<file path="src/rtl/taxi_axi_arbiter_rd.sv">
// AXI4 read-path N:1 arbiter. Registered AR stage with the source index prepended to ARID.
// R beats are steered back combinationally by that prefix. Per-source outstanding-burst limiting is included.
module taxi_axi_arbiter_rd #(
    parameter int S_COUNT         = 4,
    parameter int S_ID_W          = 8,
    parameter int CL_S_COUNT      = $clog2(S_COUNT),
    parameter int M_ID_W          = S_ID_W + CL_S_COUNT,
    parameter int ADDR_W          = 32,
    parameter int DATA_W          = 32,
    parameter int ARUSER_W        = 1,
    parameter int RUSER_W         = 1,
    parameter bit ARB_ROUND_ROBIN = 1'b1,
    parameter int MAX_OUTSTANDING = 16
) (
    input  logic                               clk,
    input  logic                               rst_n,

    input  logic [S_COUNT-1:0][S_ID_W-1:0]     s_axi_arid,
    input  logic [S_COUNT-1:0][ADDR_W-1:0]     s_axi_araddr,
    input  logic [S_COUNT-1:0][7:0]            s_axi_arlen,
    input  logic [S_COUNT-1:0][2:0]            s_axi_arsize,
    input  logic [S_COUNT-1:0][1:0]            s_axi_arburst,
    input  logic [S_COUNT-1:0]                 s_axi_arlock,
    input  logic [S_COUNT-1:0][3:0]            s_axi_arcache,
    input  logic [S_COUNT-1:0][2:0]            s_axi_arprot,
    input  logic [S_COUNT-1:0][3:0]            s_axi_arqos,
    input  logic [S_COUNT-1:0][3:0]            s_axi_arregion,
    input  logic [S_COUNT-1:0][ARUSER_W-1:0]   s_axi_aruser,
    input  logic [S_COUNT-1:0]                 s_axi_arvalid,
    output logic [S_COUNT-1:0]                 s_axi_arready,

    output logic [S_COUNT-1:0][S_ID_W-1:0]     s_axi_rid,
    output logic [S_COUNT-1:0][DATA_W-1:0]     s_axi_rdata,
    output logic [S_COUNT-1:0][1:0]            s_axi_rresp,
    output logic [S_COUNT-1:0]                 s_axi_rlast,
    output logic [S_COUNT-1:0][RUSER_W-1:0]    s_axi_ruser,
    output logic [S_COUNT-1:0]                 s_axi_rvalid,
    input  logic [S_COUNT-1:0]                 s_axi_rready,

    output logic [M_ID_W-1:0]                  m_axi_arid,
    output logic [ADDR_W-1:0]                  m_axi_araddr,
    output logic [7:0]                         m_axi_arlen,
    output logic [2:0]                         m_axi_arsize,
    output logic [1:0]                         m_axi_arburst,
    output logic                               m_axi_arlock,
    output logic [3:0]                         m_axi_arcache,
    output logic [2:0]                         m_axi_arprot,
    output logic [3:0]                         m_axi_arqos,
    output logic [3:0]                         m_axi_arregion,
    output logic [ARUSER_W-1:0]                m_axi_aruser,
    output logic                               m_axi_arvalid,
    input  logic                               m_axi_arready,

    input  logic [M_ID_W-1:0]                  m_axi_rid,
    input  logic [DATA_W-1:0]                  m_axi_rdata,
    input  logic [1:0]                         m_axi_rresp,
    input  logic                               m_axi_rlast,
    input  logic [RUSER_W-1:0]                 m_axi_ruser,
    input  logic                               m_axi_rvalid,
    output logic                               m_axi_rready
);

    localparam int AR_W  = ADDR_W + 29 + ARUSER_W;
    localparam int CNT_W = $clog2(MAX_OUTSTANDING + 1);

    generate
        if (M_ID_W < S_ID_W + CL_S_COUNT) begin : g_id_width_check
            $error("m_axi ID width too narrow for source prefix");
        end
    endgenerate

    logic [S_COUNT-1:0][AR_W-1:0]  s_ar_pld;
    logic [S_COUNT-1:0]            eligible;
    logic [S_COUNT-1:0]            r_done;
    logic [S_COUNT-1:0][CNT_W-1:0] cnt_q, cnt_d;
    logic [CL_S_COUNT-1:0]         rr_ptr_q, rr_ptr_d;
    logic [CL_S_COUNT-1:0]         grant_idx;
    logic                          grant_valid;
    logic                          ar_load;
    logic                          m_arvalid_q, m_arvalid_d;
    logic [M_ID_W-1:0]             m_arid_q, m_arid_d;
    logic [AR_W-1:0]               m_ar_pld_q, m_ar_pld_d;
    logic [CL_S_COUNT-1:0]         r_sel;
    logic                          r_sel_ok;
    logic                          m_rready_c;
    int                            idx;

    genvar gi;
    generate
        for (gi = 0; gi < S_COUNT; gi++) begin : g_src
            assign s_ar_pld[gi] = {s_axi_araddr[gi], s_axi_arlen[gi], s_axi_arsize[gi],
                                   s_axi_arburst[gi], s_axi_arlock[gi], s_axi_arcache[gi],
                                   s_axi_arprot[gi], s_axi_arqos[gi], s_axi_arregion[gi],
                                   s_axi_aruser[gi]};
            assign eligible[gi]      = s_axi_arvalid[gi] && (cnt_q[gi] != CNT_W'(MAX_OUTSTANDING));
            assign s_axi_arready[gi] = ar_load && (grant_idx == CL_S_COUNT'(gi));

            assign s_axi_rid[gi]    = m_axi_rid[S_ID_W-1:0];
            assign s_axi_rdata[gi]  = m_axi_rdata;
            assign s_axi_rresp[gi]  = m_axi_rresp;
            assign s_axi_rlast[gi]  = m_axi_rlast;
            assign s_axi_ruser[gi]  = m_axi_ruser;
            assign s_axi_rvalid[gi] = m_axi_rvalid && r_sel_ok && (int'(r_sel) == gi);
            assign r_done[gi]       = s_axi_rvalid[gi] && s_axi_rready[gi] && m_axi_rlast;
        end
    endgenerate

    // Rotating search; fixed priority simply always starts from index 0.
    always_comb begin
        grant_valid = 1'b0;
        grant_idx   = '0;
        idx         = 0;
        for (int k = 0; k < S_COUNT; k++) begin
            idx = (ARB_ROUND_ROBIN ? int'(rr_ptr_q) : 0) + k;
            if (idx >= S_COUNT) begin
                idx = idx - S_COUNT;
            end
            if (!grant_valid && eligible[idx]) begin
                grant_valid = 1'b1;
                grant_idx   = CL_S_COUNT'(idx);
            end
        end
    end

    // Gating with rst_n keeps every arready low while reset is held.
    assign ar_load = grant_valid && rst_n && (!m_arvalid_q || m_axi_arready);

    always_comb begin
        m_arvalid_d = m_arvalid_q;
        rr_ptr_d    = rr_ptr_q;
        m_arid_d    = m_arid_q;
        m_ar_pld_d  = m_ar_pld_q;
        if (m_axi_arready) begin
            m_arvalid_d = 1'b0;
        end
        if (ar_load) begin
            m_arvalid_d = 1'b1;
            rr_ptr_d    = (int'(grant_idx) == S_COUNT - 1) ? '0 : grant_idx + 1'b1;
            m_arid_d    = '0;
            m_arid_d[S_ID_W +: CL_S_COUNT] = grant_idx;
            m_arid_d[S_ID_W-1:0]           = s_axi_arid[grant_idx];
            m_ar_pld_d  = s_ar_pld[grant_idx];
        end
    end

    always_comb begin
        cnt_d = cnt_q;
        for (int i = 0; i < S_COUNT; i++) begin
            if (s_axi_arready[i] && !r_done[i]) begin
                cnt_d[i] = cnt_q[i] + 1'b1;
            end else if (!s_axi_arready[i] && r_done[i] && cnt_q[i] != '0) begin
                cnt_d[i] = cnt_q[i] - 1'b1;
            end
        end
    end

    // Beats whose prefix names no source are swallowed so a bad slave cannot stall R.
    assign r_sel    = m_axi_rid[S_ID_W +: CL_S_COUNT];
    assign r_sel_ok = (int'(r_sel) < S_COUNT);

    always_comb begin
        m_rready_c = !r_sel_ok;
        for (int i = 0; i < S_COUNT; i++) begin
            if (r_sel_ok && int'(r_sel) == i && s_axi_rready[i]) begin
                m_rready_c = 1'b1;
            end
        end
    end

    assign m_axi_rready = m_rready_c;

    always_ff @(posedge clk or negedge rst_n) begin
        if (!rst_n) begin
            m_arvalid_q <= 1'b0;
            rr_ptr_q    <= '0;
            cnt_q       <= '0;
            m_arid_q    <= '0;
            m_ar_pld_q  <= '0;
        end else begin
            m_arvalid_q <= m_arvalid_d;
            rr_ptr_q    <= rr_ptr_d;
            cnt_q       <= cnt_d;
            m_arid_q    <= m_arid_d;
            m_ar_pld_q  <= m_ar_pld_d;
        end
    end

    assign m_axi_arvalid = m_arvalid_q;
    assign m_axi_arid    = m_arid_q;
    assign {m_axi_araddr, m_axi_arlen, m_axi_arsize, m_axi_arburst, m_axi_arlock,
            m_axi_arcache, m_axi_arprot, m_axi_arqos, m_axi_arregion, m_axi_aruser} = m_ar_pld_q;

endmodule

</file>
<file path="config.mk">
export PLATFORM = sky130hd
export DESIGN_NAME = taxi_axi_arbiter_rd
export DESIGN_NICKNAME = d
export VERILOG_FILES = /design/src/rtl/taxi_axi_arbiter_rd.sv
export SDC_FILE = /design/constraint.sdc
export NUM_CORES = 1
export LEC_CHECK = 0
export BUFFER_PORTS_ARGS = -buffer_cell sky130_fd_sc_hd__buf_4
export CORE_AREA = 4 4 227 229
export CTS_BUF_LIST = sky130_fd_sc_hd__clkbuf_16
export DETAILED_ROUTE_END_ITERATION = 8
export DIE_AREA = 0 0 231 233
export SLEW_MARGIN = 20
export SYNTH_ARGS = -nofsm -noshare
export SYNTH_HDL_FRONTEND = slang
export SYNTH_SLANG_ARGS = --single-unit
export TNS_END_PERCENT = 30
</file>
<file path="constraint.sdc">
create_clock -name clk -period 5 [get_ports clk]
set_clock_uncertainty 0.1 [all_clocks]
set_input_delay 0 -clock clk [delete_from_list [all_inputs] [get_ports clk]]
set_output_delay 0 -clock clk [all_outputs]
set_load 0.05 [all_outputs]
</file>
# Yosys cells after proc, flatten, opt, wreduce, memory -nomap -nowiden
# Index checks and enable logic that the tools add are counted.
# totals
register_bits,95
input_bits,338
output_inout_bits,258
wordCells,152
# classes
add_sub_neg,16
n_lt_le_gt_ge,9
eq_ne,11
mux,43
reduce_logical,65
# op_table
cell,n
$lt A32 B4 Y1 const B,4
$mux W32,4
$bmux W62 S2,1
$mux W62,1
$logic_and A1 B1 Y1,41
$mux W5,8
$add A5 B1 Y5 const B,4
$ne A5 B5 Y1 const B,4
$reduce_bool A5 Y1,4
$sub A5 B1 Y5 const B,4
$mux W1,18
$bmux W8 S2,1
$logic_not A1 Y1,12
$sub A3 B3 Y4 const B,3
$mux W2,5
$reduce_bool A2 Y1,5
$ge A3 B3 Y1 const B,3
$bmux W1 S2,4
$eq A2 B2 Y1 const B,4
$mux W8,1
$add A2 B2 Y3 const B,2
$eq A2 B1 Y1 const B,3
$logic_not A2 Y1,2
$sub A2 B3 Y4 const B,1
5 further kinds,5

# Logic depth before layout (Yosys ltp)
# Gate-level depths: netlist of run 1.
# logic_depth
word_depth,23
ltp_mapped,20

# Worst setup path after synthesis of run 1
# Ideal clock, no wire load.
# synth_path
path_kind,reg-to-reg
from,reg cnt_q[11] (netlist bit)
to,reg cnt_q[19] (netlist bit)
setup_time_ns,0.132
arrival_time_ns,3.565
t_required_ns,4.768
path_slack_ns,1.203
path_stages_with_launch,21
cell_sequence,dfrtp_1 or4_4 o21ai_2 or3_1 nand3_2 buf_6 inv_2 buf_6 buf_2 ha_1 nand2_4 inv_2 nand2_1 inv_2 fa_1 inv_1 a21o_1 a21oi_1 nand2_1 o221ai_1 o21ai_0
# synth_between
elab_chain_len,22
word_cells_on_any_way,38
# synth_lines
element,line_no,source
from (decl),75,"logic [S_COUNT-1:0][CNT_W-1:0] cnt_q, cnt_d;"
from (signal assigned),182,cnt_q <= cnt_d;
$ne A5 B5 Y1 *,95,assign eligible[gi] = s_axi_arvalid[gi] && (cnt_q[gi] != CNT_W'(MAX_OUTSTANDING));
$logic_and A1 B1 Y1 *,95,
$bmux W1 S2,118,if (!grant_valid && eligible[idx]) begin
$mux W1 (implied by the code) (2 in series),118,
$mux W1,118,
$logic_not A1 Y1,118,
$logic_and A1 B1 Y1,118,
$mux W1,118,
[... 4 more ...],-,
$logic_and A1 B1 Y1,118,
$mux W1,118,
$logic_and A1 B1 Y1 (2 in series),126,assign ar_load = grant_valid && rst_n && (!m_arvalid_q || m_axi_arready);
$logic_and A1 B1 Y1 *,96,assign s_axi_arready[gi] = ar_load && (grant_idx == CL_S_COUNT'(gi));
via s_axi_arready[3],30,"output logic [S_COUNT-1:0] s_axi_arready,"
$logic_not A1 Y1,151,end else if (!s_axi_arready[i] && r_done[i] && cnt_q[i] != '0) begin
$logic_and A1 B1 Y1 (2 in series),151,
$reduce_bool A2 Y1 (no source line),-,
# Mark *: on every way through the listed nets, which the timed path passes. The rest lies on a longest branch. The select of a mux whose other input is x is not followed.
# A chain may end at the register's enable or synchronous reset.

# Final worst setup path of run 1
# layout_path
from,reg cnt_q[3] (netlist bit)
to,reg m_ar_pld_q[31]
# layout_between
elab_chain_len,17
word_cells_on_any_way,32
# layout_lines
element,line_no,source
$ne A5 B5 Y1 *,95,
$logic_and A1 B1 Y1 *,95,
$bmux W1 S2,118,
$mux W1 (implied by the code) (2 in series),118,
$mux W1,118,
$logic_not A1 Y1,118,
$logic_and A1 B1 Y1,118,
$mux W1,118,
$logic_not A1 Y1,118,
$logic_and A1 B1 Y1,118,
$mux W1,118,
$logic_not A1 Y1,118,
$logic_and A1 B1 Y1,118,
$mux W2 / $mux W1 (equally long branches),118,
$bmux W62 S2 / $logic_and A1 B1 Y1 (equally long branches),"142, 126",
$mux W62 (implied by the code) / $logic_and A1 B1 Y1 (equally long branches),"142, 126",
to (signal assigned),184,m_ar_pld_q <= m_ar_pld_d;
to (decl),82,"logic [AR_W-1:0] m_ar_pld_q, m_ar_pld_d;"
# Every way passes the cells marked *; elsewhere a longest branch is shown, timed or not. The select of a mux whose other input is x is not followed.

==> impl_metrics.tcl, run 1 <==
set metrics [dict create \
    dp_hpwl_um 25300 \
    area_growth_pct 71.3 \
    dr.first_iter.drc_count 324 \
    start_kind "register" \
    worstPathBufferInverterCount 4 \
    finalHoldViolations 0 \
    design.core.area_um2 49700 \
    seqPwrFrac 0.194 \
    gr-usage-all-layers 0.124 \
    path_max_fanout 42 \
    pre_cts_ws_ns 1.33 \
    cts_tree "yes" \
    p_switching_uw 3800 \
    clk_pin_slew_ns 0.07 \
    die_h_um 233 \
    grt_pass1_vias 9052 \
    p_int_uw 3820 \
    critPathArrivalTime_ns 4.36 \
    boundaryPins 596 \
    cts_resized 0 \
    ys_seq_elements 95 \
    row_count 82 \
    worstPathCellList "nor4_4, a2111oi_1, a211o_2, nor3_4, buf_4, buf_4, nand3_1, dlygate4sd3_1, o221a_2, dlygate4sd3_1" \
    synth_ff_type "dfrtp_1" \
    dr_total_vias 8555 \
    chipWidth_um 231 \
    grt_first_pass_wirelength_um 51400 \
    wl_um 34800 \
    dpl_cell_area_um2 10000 \
    synth_cells 986 \
    die_area_um2 53800 \
    tightest_slew_ns 0.933 \
    drv_slew 0 \
    hold_buffers 254 \
    synth.avg_cell_area_um2 7.92 \
    path_class "reg -> reg" \
    grt_overflow 0 \
    cts-htree-levels 3 \
    first_pass_iters 5 \
    synth_edf_count 0 \
    crit_start "cnt_q[3]$_DFFE_PN0P_" \
    max_freq_ghz 0.238 \
    wl_per_cell_um 16.6 \
    finalNetCount 1767 \
    combPwrFrac 0.710 \
    final_common_cell "buf_4" \
    p_per_area_nw_per_um2 570 \
    final.setup.tns_ns 0 \
    crit_path_end_kind "register" \
    critPathRequiredTime_ns 5.16 \
    cts_buffers 9 \
    cts-root-buf "clkbuf_16" \
    fin_area_um2 13400 \
    gp_congestion 0.848 \
    crit_path_top_delay_cell "dlygate4sd3_1" \
    fin_crit_ns 4.20 \
    cts_num_sinks 95 \
    cts_buffer_depth 2 \
    hold_path_class "in -> out" \
    synth_async_sr_flop_share 1.00 \
    fin_ws_ns 0.795 \
    setup_violations 0 \
    via_per_inst 4.10 \
    cp_top_family "buffers and inverters" \
    layout-drive-gt1-share 0.381 \
    rsz0062_at_grt "no" \
    synth_area_um2 7810 \
    ys_seq_area_frac 0.304 \
    final_cell_mix "391 x buf_4, 366 x nand2_1, 211 x dlygate4sd3_1, 95 x dfrtp_1, 73 x nand3_1" \
    timing.rr.start "cnt_q[3]$_DFFE_PN0P_" \
    peakVddDrop_uv 433 \
    status "finished clean" \
    power_frac_clock 0.096 \
    syn-num-nets 1342 \
    cts_setup_buffers 0 \
    switching_share 0.498 \
    port_buffers 380 \
    leakagePower_uw 0.00617 \
    synth_warnings 0 \
    antenna_found_initial 0 \
    worst_hold_startpoint "m_axi_rdata[13]" \
    cap_violations 0 \
    yosysUniqueCellTypes 62 \
    finalCritPeriodShare 0.841 \
    ant_nets 0 \
    clk_latency_ns 0.37 \
    drc 0 \
    grt_start_max_net_pins 87 \
    start_util 0.157 \
    slew_headroom 0.378 \
    crit_path_max_incr_delay_ns 0.59 \
]
-- cell type report --
class / instances / area [um2]
tap: 672 / 841
clock buffer: 9 / 225
timing repair buffer: 645 / 5990
multi-input combinational: 646 / 3810
inverter: 14 / 55.1
sequential: 95 / 2380
clock inverter: 7 / 72.6
antenna: 1 / 2.50
fill: 5210 / 36300
-- cells in the mapped netlist, drive strengths merged (2+ instances only) --
master | number | area (um2)
o221a | 70 | 788
nor2 | 12 | 50.1
or4 | 3 | 30.0
mux2i | 4 | 40.0
o2bb2ai | 3 | 26.3
clkbuf | 16 | 60.1
buf | 215 | 1530
o21ai | 12 | 75.1
nand2 | 367 | 1390
a221oi | 2 | 23.8
a21o | 11 | 82.6
inv | 14 | 52.6
nor3 | 4 | 53.8
nor4 | 4 | 76.3
fa | 4 | 80.1
o41ai | 2 | 36.3
o22ai | 2 | 12.5
a22o | 3 | 26.3
a21oi | 16 | 95.1
nand3 | 74 | 375
nand2b | 3 | 18.8
mux2 | 5 | 67.6
and3 | 4 | 25.0
xnor2 | 5 | 43.8
a21boi | 3 | 26.3
dfrtp | 95 | 2380
ha | 14 | 175
xor2 | 5 | 43.8
-- layer usage --
layer	share of wire	GRT usage
met5	0	0
met4	0.043	0.0616
met3	0.073	0.0357
met2	0.53	0.228
met1	0.36	0.129
-- final timing paths --
check	slack (ns)	to	cells after the start
max in group asynchronous	3.49	m_ar_pld_q[47]$_DFFE_PN0P_	4
setup reg to reg	0.80	m_ar_pld_q[31]$_DFFE_PN0P_	10
hold / removal	0.08	s_axi_rdata[109]	1
setup / recovery	0.80	m_ar_pld_q[31]$_DFFE_PN0P_	10
hold reg to reg	0.41	m_axi_arid[8]$_DFFE_PN0P_	2
min in group asynchronous	0.24	m_ar_pld_q[5]$_DFFE_PN0P_	3
-- logic make-up (layout without fill, tap and decap cells) --
logic type | count (synthesis) | in the layout | share of synthesized area
adder cells (fa/ha/maj) | 18 | 18 | 0.0327
other | 0 | 1 | 0
XOR/XNOR | 10 | 10 | 0.0112
flip-flops | 95 | 95 | 0.304
AO/OA/AOI/OAI | 133 | 133 | 0.164
multiplexers | 10 | 10 | 0.0167
buffers and inverters | 245 | 675 | 0.210
AND/OR/NAND/NOR | 475 | 475 | 0.262
-- power by group through the flow --
| stage | clock network [uW] | registers (uW) | logic (uW) |
|---|---|---|---|
| 2_1_floorplan | 0 | 2440 | 2340 |
| 3_3_place_gp | 0 | 1460 | 4130 |
| 3_5_place_dp | 0 | 1470 | 4190 |
| 4_1_cts | 795 | 1470 | 5390 |
| 5_1_grt | 817 | 1530 | 5780 |
| 6_report | 734 | 1480 | 5420 |
-- registers in the layout, summed over array words and instances (netlist names) --
name           flops
m_axi_arvalid      1
m_ar_pld_q        62
rr_ptr_q           2
m_axi_arid        10
cnt_q             20
-- per-stage QoR --
step	total power (uW)	util	instances	hold slack (ns)
5_1_grt	8130	0.269	2088	0.0825
4_1_cts	7660	0.269	2088	0.0624
3_3_place_gp	5590	0.202	1818	-0.241
2_1_floorplan	4780	-	986	-0.396
3_5_place_dp	5660	0.202	1818	-0.241
6_report	7630	0.269	2089	0.0808
Power figures use the tool's default switching activity.
==> run 2: changes to the inputs <==
--- a/config.mk
+++ b/config.mk
@@ -6,10 +6,10 @@
 export NUM_CORES = 1
 export LEC_CHECK = 0
 export BUFFER_PORTS_ARGS = -buffer_cell sky130_fd_sc_hd__buf_4
-export CORE_AREA = 4 4 227 229
+export CORE_AREA = 4 4 232 234
 export CTS_BUF_LIST = sky130_fd_sc_hd__clkbuf_16
 export DETAILED_ROUTE_END_ITERATION = 8
-export DIE_AREA = 0 0 231 233
+export DIE_AREA = 0 0 236 238
 export SLEW_MARGIN = 20
 export SYNTH_ARGS = -nofsm -noshare
 export SYNTH_HDL_FRONTEND = slang
==> constraint.sdc (replaced) <==
create_clock -name clk -period 3.7 [get_ports clk]
set_clock_uncertainty 0.1 [all_clocks]
set_input_delay 0 -clock clk [delete_from_list [all_inputs] [get_ports clk]]
set_output_delay 0 -clock clk [all_outputs]
set_load 0.05 [all_outputs]
==> run 2 against run 1 <==
Clock-buffer cell count did not move. Critical path depth grew 1. Hold slack got worse by 0.072 ns. Highest routed layer unchanged. Sequential share of layout area fell by 0.94 points. Via count increased by 5.1%. Global-route usage is 0.42 points higher. Power increased by 32%. Maximum frequency is 19% higher. Largest power group unchanged. Die area grew 4.4%. Combinational power rose by 30%. First-iteration DRC count is 27% higher.
==> impl_metrics.tcl, run 2 (same netlist as run 1, synthesis figures left out) <==
set metrics [dict create \
    ant_nets 0 \
    largest_reg_flops 62 \
    critPathArrivalTime_ns 3.75 \
    crit-reg2reg-capture "m_ar_pld_q[48]$_DFFE_PN0P_" \
    area_growth_pct 80.8 \
    critPathRequiredTime_ns 3.91 \
    port_buffers 380 \
    status "finished clean" \
    finalNetCount 1832 \
    dr.first_iter.drc_count 411 \
    fin_crit_ns 3.55 \
    start_kind "register" \
    rsz0062_at_grt "yes" \
    grt_overflow 0 \
    die_area_um2 56200 \
    p_total_uw 10100 \
    drc 0 \
    timing.rr.start "cnt_q[11]$_DFFE_PN0P_" \
    grt_start_max_net_pins 86 \
    wl_um 37900 \
    dp_hpwl_um 26500 \
    cp_top_family "buffers and inverters" \
    crit_path_max_incr_delay_ns 0.58 \
    p_per_area_nw_per_um2 715 \
    via_per_inst 4.14 \
    gp_congestion 0.903 \
    final_common_cell "buf_4" \
    tightest_slew_ns 0.930 \
    cts_buffers 9 \
    top_register "m_ar_pld_q" \
    start_util 0.150 \
    cts_tree "yes" \
    peakVddDrop_uv 591 \
    cts_buffer_depth 2 \
    dr_total_vias 8992 \
    clk_pin_slew_ns 0.08 \
    fin_util 0.271 \
    cts_num_sinks 95 \
    design.core.area_um2 52000 \
    ff2ff_path_depth 11 \
    first_pass_iters 5 \
    cap_violations 0 \
    max_freq_ghz 0.282 \
    worst_hold_startpoint "s_axi_araddr[113]" \
    worstPathCellList "or4_4, o21ai_2, or3_1, nand3_4, inv_4, buf_4, buf_8, nand2_1, nand3_1, dlygate4sd3_1, o221a_2" \
    clk_latency_ns 0.38 \
    cts-htree-levels 3 \
    worstPathBufferInverterCount 4 \
    crit_path_top_delay_cell "or4_4" \
    final_cell_mix "388 x buf_4, 366 x nand2_1, 276 x dlygate4sd3_1, 95 x dfrtp_1, 73 x nand3_1" \
    crit_path_end "m_ar_pld_q[48]$_DFFE_PN0P_" \
    boundaryPins 596 \
    cp.depth 11 \
    chipWidth_um 236 \
    leakagePower_uw 0.00640 \
    path_class "reg -> reg" \
    cts-root-buf "clkbuf_16" \
    drv_slew 0 \
    layout-drive-gt1-share 0.368 \
    grt_first_pass_wirelength_um 56100 \
    reg2reg_slack_ns 0.15 \
    slew_headroom 0.380 \
    path_max_fanout 53 \
    row_count 84 \
    finalHoldViolations 0 \
    die_h_um 238 \
    final.setup.tns_ns 0 \
    gr-usage-all-layers 0.128 \
    crit_start "cnt_q[11]$_DFFE_PN0P_" \
    setup_violations 0 \
    wl_per_cell_um 17.5 \
    hold_path_class "in -> reg" \
    finalCritPeriodShare 0.958 \
    antenna_found_initial 3 \
    crit_path_end_kind "register" \
    grt_pass1_vias 9677 \
]
-- run 2: repair_timing --
item	CTS	global route
hold buffers	319	0
endpoints found under the setup margin	0	36
hold endpoints to repair	340	0
gates resized for setup	0	9
buffers inserted	0	0
-- run 2: worst min-delay path by stage --
stage | slack, ns | to | depth (start not counted)
finish | 0.008 | m_ar_pld_q[47]$_DFFE_PN0P_ | 4
detailed placement | -0.1 | s_axi_rdata[23] | 0
global placement | -0.1 | s_axi_rdata[23] | 0
global route | 0.01 | m_ar_pld_q[47]$_DFFE_PN0P_ | 4
CTS | 0.008 | m_ar_pld_q[47]$_DFFE_PN0P_ | 4
floorplan | -0.40 | cnt_q[0]$_DFFE_PN0P_ | 0
-- run 2: through the flow --
step	instances	instance area, um2	setup WS, ns	hold WS, ns
final	2170	14100	0.154	0.00844
after CTS	2169	14100	0.0278	0.00807
after global placement	1834	10000	0.225	-0.0992
after global routing	2169	14100	-0.0870	0.0112
after floorplan	986	7820	0.0492	-0.396
after detailed placement	1834	10000	0.135	-0.0992
-- run 2: power breakdown --
| part | switching, uW | internal [uW] | leakage [uW] |
|---|---|---|---|
| clock | 489 | 528 | 0.000152 |
| combinational | 4210 | 2860 | 0.00517 |
| sequential | 458 | 1550 | 0.00108 |
| total | 5160 | 4940 | 0.00640 |
-- run 2: final cells by class --
type	count	area, um2
inverter	14	57.6
clock buffer	9	225
timing repair buffer	710	6690
tap	688	861
sequential	95	2380
fill	5332	37900
antenna	1	2.50
clock inverter	7	70.1
multi-input combinational	646	3830
-- run 2: routing by layer --
| metal | part of all wire | track usage | wire length, um | vias to the layer above |
|---|---|---|---|---|
| met2 | 0.51 | 0.235 | 19500 | 465 |
| met3 | 0.072 | 0.0361 | 2710 | 87 |
| met5 | 0 | 0 | 0 | - |
| li1 | - | - | - | 4153 |
| met4 | 0.064 | 0.0765 | 2410 | 0 |
| met1 | 0.35 | 0.130 | 13300 | 4287 |
-- run 2: worst min-delay path: stages --
cell and delay (ns):
buf_4 0.08, nand2_1 0.05, nand3_1 0.14, o221a_2 0.19
==> run 3: changes to the inputs <==
--- a/config.mk
+++ b/config.mk
@@ -6,10 +6,10 @@
 export NUM_CORES = 1
 export LEC_CHECK = 0
 export BUFFER_PORTS_ARGS = -buffer_cell sky130_fd_sc_hd__buf_4
-export CORE_AREA = 4 4 232 234
+export CORE_AREA = 3 3 231 233
 export CTS_BUF_LIST = sky130_fd_sc_hd__clkbuf_16
 export DETAILED_ROUTE_END_ITERATION = 8
-export DIE_AREA = 0 0 236 238
+export DIE_AREA = 0 0 234 236
 export SLEW_MARGIN = 20
 export SYNTH_ARGS = -nofsm -noshare
 export SYNTH_HDL_FRONTEND = slang
==> constraint.sdc (replaced) <==
create_clock -name clk -period 4.5 [get_ports clk]
set_clock_uncertainty 0.1 [all_clocks]
set_input_delay 0 -clock clk [delete_from_list [all_inputs] [get_ports clk]]
set_output_delay 0 -clock clk [all_outputs]
set_load 0.05 [all_outputs]
==> run 3 against run 2 <==
Critical path depth is the same. Sequential share of layout area rose by 0.92 points. First-iteration DRC count down 27%. Maximum frequency is 14% lower. Combinational power is 15% lower. Largest cell class unchanged.
==> impl_metrics.tcl, run 3 (same netlist as run 1, synthesis figures left out) <==
set metrics [dict create \
    first_pass_iters 4 \
    start_util 0.152 \
    path_max_fanout 84 \
    seqPwrFrac 0.194 \
    clk_latency_ns 0.39 \
    grt_overflow 0 \
    fin_crit_ns 4.11 \
    grt_pass1_vias 9072 \
    largest_reg_flops 62 \
    finalNetCount 1766 \
    wl_um 35400 \
    p_total_uw 8450 \
    wl_met3_um 2540 \
    crit_path_max_incr_delay_ns 0.63 \
    tightest_slew_ns 0.946 \
    dr.first_iter.drc_count 300 \
    leakagePower_uw 0.00616 \
    port_buffers 380 \
    cp_common_cell "dlygate4sd3_1" \
    hold_buffers 255 \
    cts_setup_buffers 0 \
    crit_path_end_kind "register" \
    die_area_um2 55200 \
    drv_slew 0 \
    design.core.area_um2 51400 \
    cts-root-buf "clkbuf_16" \
    rsz0062_at_grt "no" \
    worstPathCellList "nor4_2, a21boi_1, a32oi_1, nand3_4, inv_4, buf_4, nand2_1, nand3_1, dlygate4sd3_1, o221a_2, dlygate4sd3_1" \
    ant_nets 0 \
    met2_wirelength_um 18800 \
    top_layer_used "met5" \
    p_int_uw 4210 \
    dr_total_vias 8576 \
    switching_share 0.501 \
    final_common_cell "buf_4" \
    pre_cts_ws_ns 0.736 \
    wl_per_cell_um 16.9 \
    peakVddDrop_uv 378 \
    critPathArrivalTime_ns 4.33 \
    finalHoldViolations 0 \
    gp_congestion 0.841 \
    area_growth_pct 71.4 \
    row_count 83 \
    dp_hpwl_um 25600 \
    drc 0 \
    setup_violations 0 \
    layout-drive-gt1-share 0.380 \
    p_per_area_nw_per_um2 631 \
    combPwrFrac 0.713 \
    grt_start_max_net_pins 85 \
    cts_buffers 9 \
    power_frac_clock 0.093 \
    fin_ws_ns 0.391 \
    cts_buffer_depth 2 \
    cts_resized 0 \
    p_switching_uw 4230 \
    grt_first_pass_wirelength_um 52000 \
    clk_pin_slew_ns 0.08 \
    cts-htree-levels 3 \
    crit_path_top_delay_cell "buf_4" \
    final.setup.tns_ns 0 \
    slew_headroom 0.369 \
    top_register "m_ar_pld_q" \
    chipWidth_um 234 \
    boundaryPins 596 \
    gr-usage-all-layers 0.125 \
    wl_met1_um 12000 \
    die_h_um 236 \
    final_cell_mix "389 x buf_4, 366 x nand2_1, 212 x dlygate4sd3_1, 95 x dfrtp_1, 73 x nand3_1" \
    finalCritPeriodShare 0.913 \
    hold_path_class "in -> out" \
    critPathRequiredTime_ns 4.72 \
    fin_area_um2 13400 \
    start_kind "register" \
    path_class "reg -> reg" \
    max_freq_ghz 0.243 \
    cap_violations 0 \
    cts_tree "yes" \
    cts_num_sinks 95 \
    dpl_cell_area_um2 10000 \
    status "finished clean" \
    via_per_inst 4.09 \
    antenna_found_initial 2 \
]
[run 3: changes by cell type in the layout (fill, tap and decap cells not counted), sizes merged]
cell / delta
dlygate4sd3: -64
buf: -2
bufinv: -1
clkinv: +1
clkinvlp: +1
inv: -1
[run 3: per-layer routing]
| layer | vias up | global-route usage |
|---|---|---|
| li1 | 4022 | - |
| met1 | 4081 | 0.116 |
| met2 | 401 | 0.234 |
| met3 | 70 | 0.0397 |
| met4 | 2 | 0.0735 |
| met5 | - | 0 |
[run 3: power groups by stage]
stage / Clock (uW) / Sequential [uW] / Combinational (uW)
after floorplan: 0 / 2710 / 2600
after global routing: 873 / 1700 / 6480
after global placement: 0 / 1620 / 4570
final: 787 / 1640 / 6020
after CTS: 846 / 1630 / 6030
after detailed placement: 0 / 1640 / 4650
[run 3: final timing paths]
path	end	slack, ns	start	cells after the start
worst max-delay path	m_axi_arid[0]$_DFFE_PN0P_	0.39	cnt_q[10]$_DFFE_PN0P_	11
worst min-delay path	s_axi_rdata[105]	0.08	m_axi_rdata[9]	1
worst max register to register	m_axi_arid[0]$_DFFE_PN0P_	0.39	cnt_q[10]$_DFFE_PN0P_	11
worst min register to register	m_axi_arid[8]$_DFFE_PN0P_	0.39	m_axi_arid[8]$_DFFE_PN0P_	2
max in group asynchronous	m_ar_pld_q[37]$_DFFE_PN0P_	2.89	rst_n	4
min in group asynchronous	m_ar_pld_q[12]$_DFFE_PN0P_	0.19	rst_n	3
[run 3: critical path: cells and delay by family (launching register included)]
family | cells | cell delay [ns]
buffers and inverters | 4 | 1.88
AND/OR/NAND/NOR | 4 | 0.78
AO/OA/AOI/OAI | 3 | 0.70
flip-flops | 1 | 0.46
[run 3: area by class of cell]
type,count,area (um2)
clock buffers,9,225
well taps,680,851
inverters,14,55.1
repair buffers,644,6020
multi-input cells,646,3810
diodes,1,2.50
flip-flops and latches,95,2380
clock inverters,7,46.3
fillers,5429,38000
[run 3: stage by stage]
| stage | utilization | hold WS [ns] | instances |
|---|---|---|---|
| after global placement | 0.195 | -0.0992 | 1824 |
| after CTS | 0.260 | 0.0804 | 2095 |
| after global routing | 0.260 | 0.0823 | 2096 |
| after detailed placement | 0.195 | -0.0992 | 1824 |
| after floorplan | - | -0.396 | 986 |
| final | 0.260 | 0.0777 | 2096 |
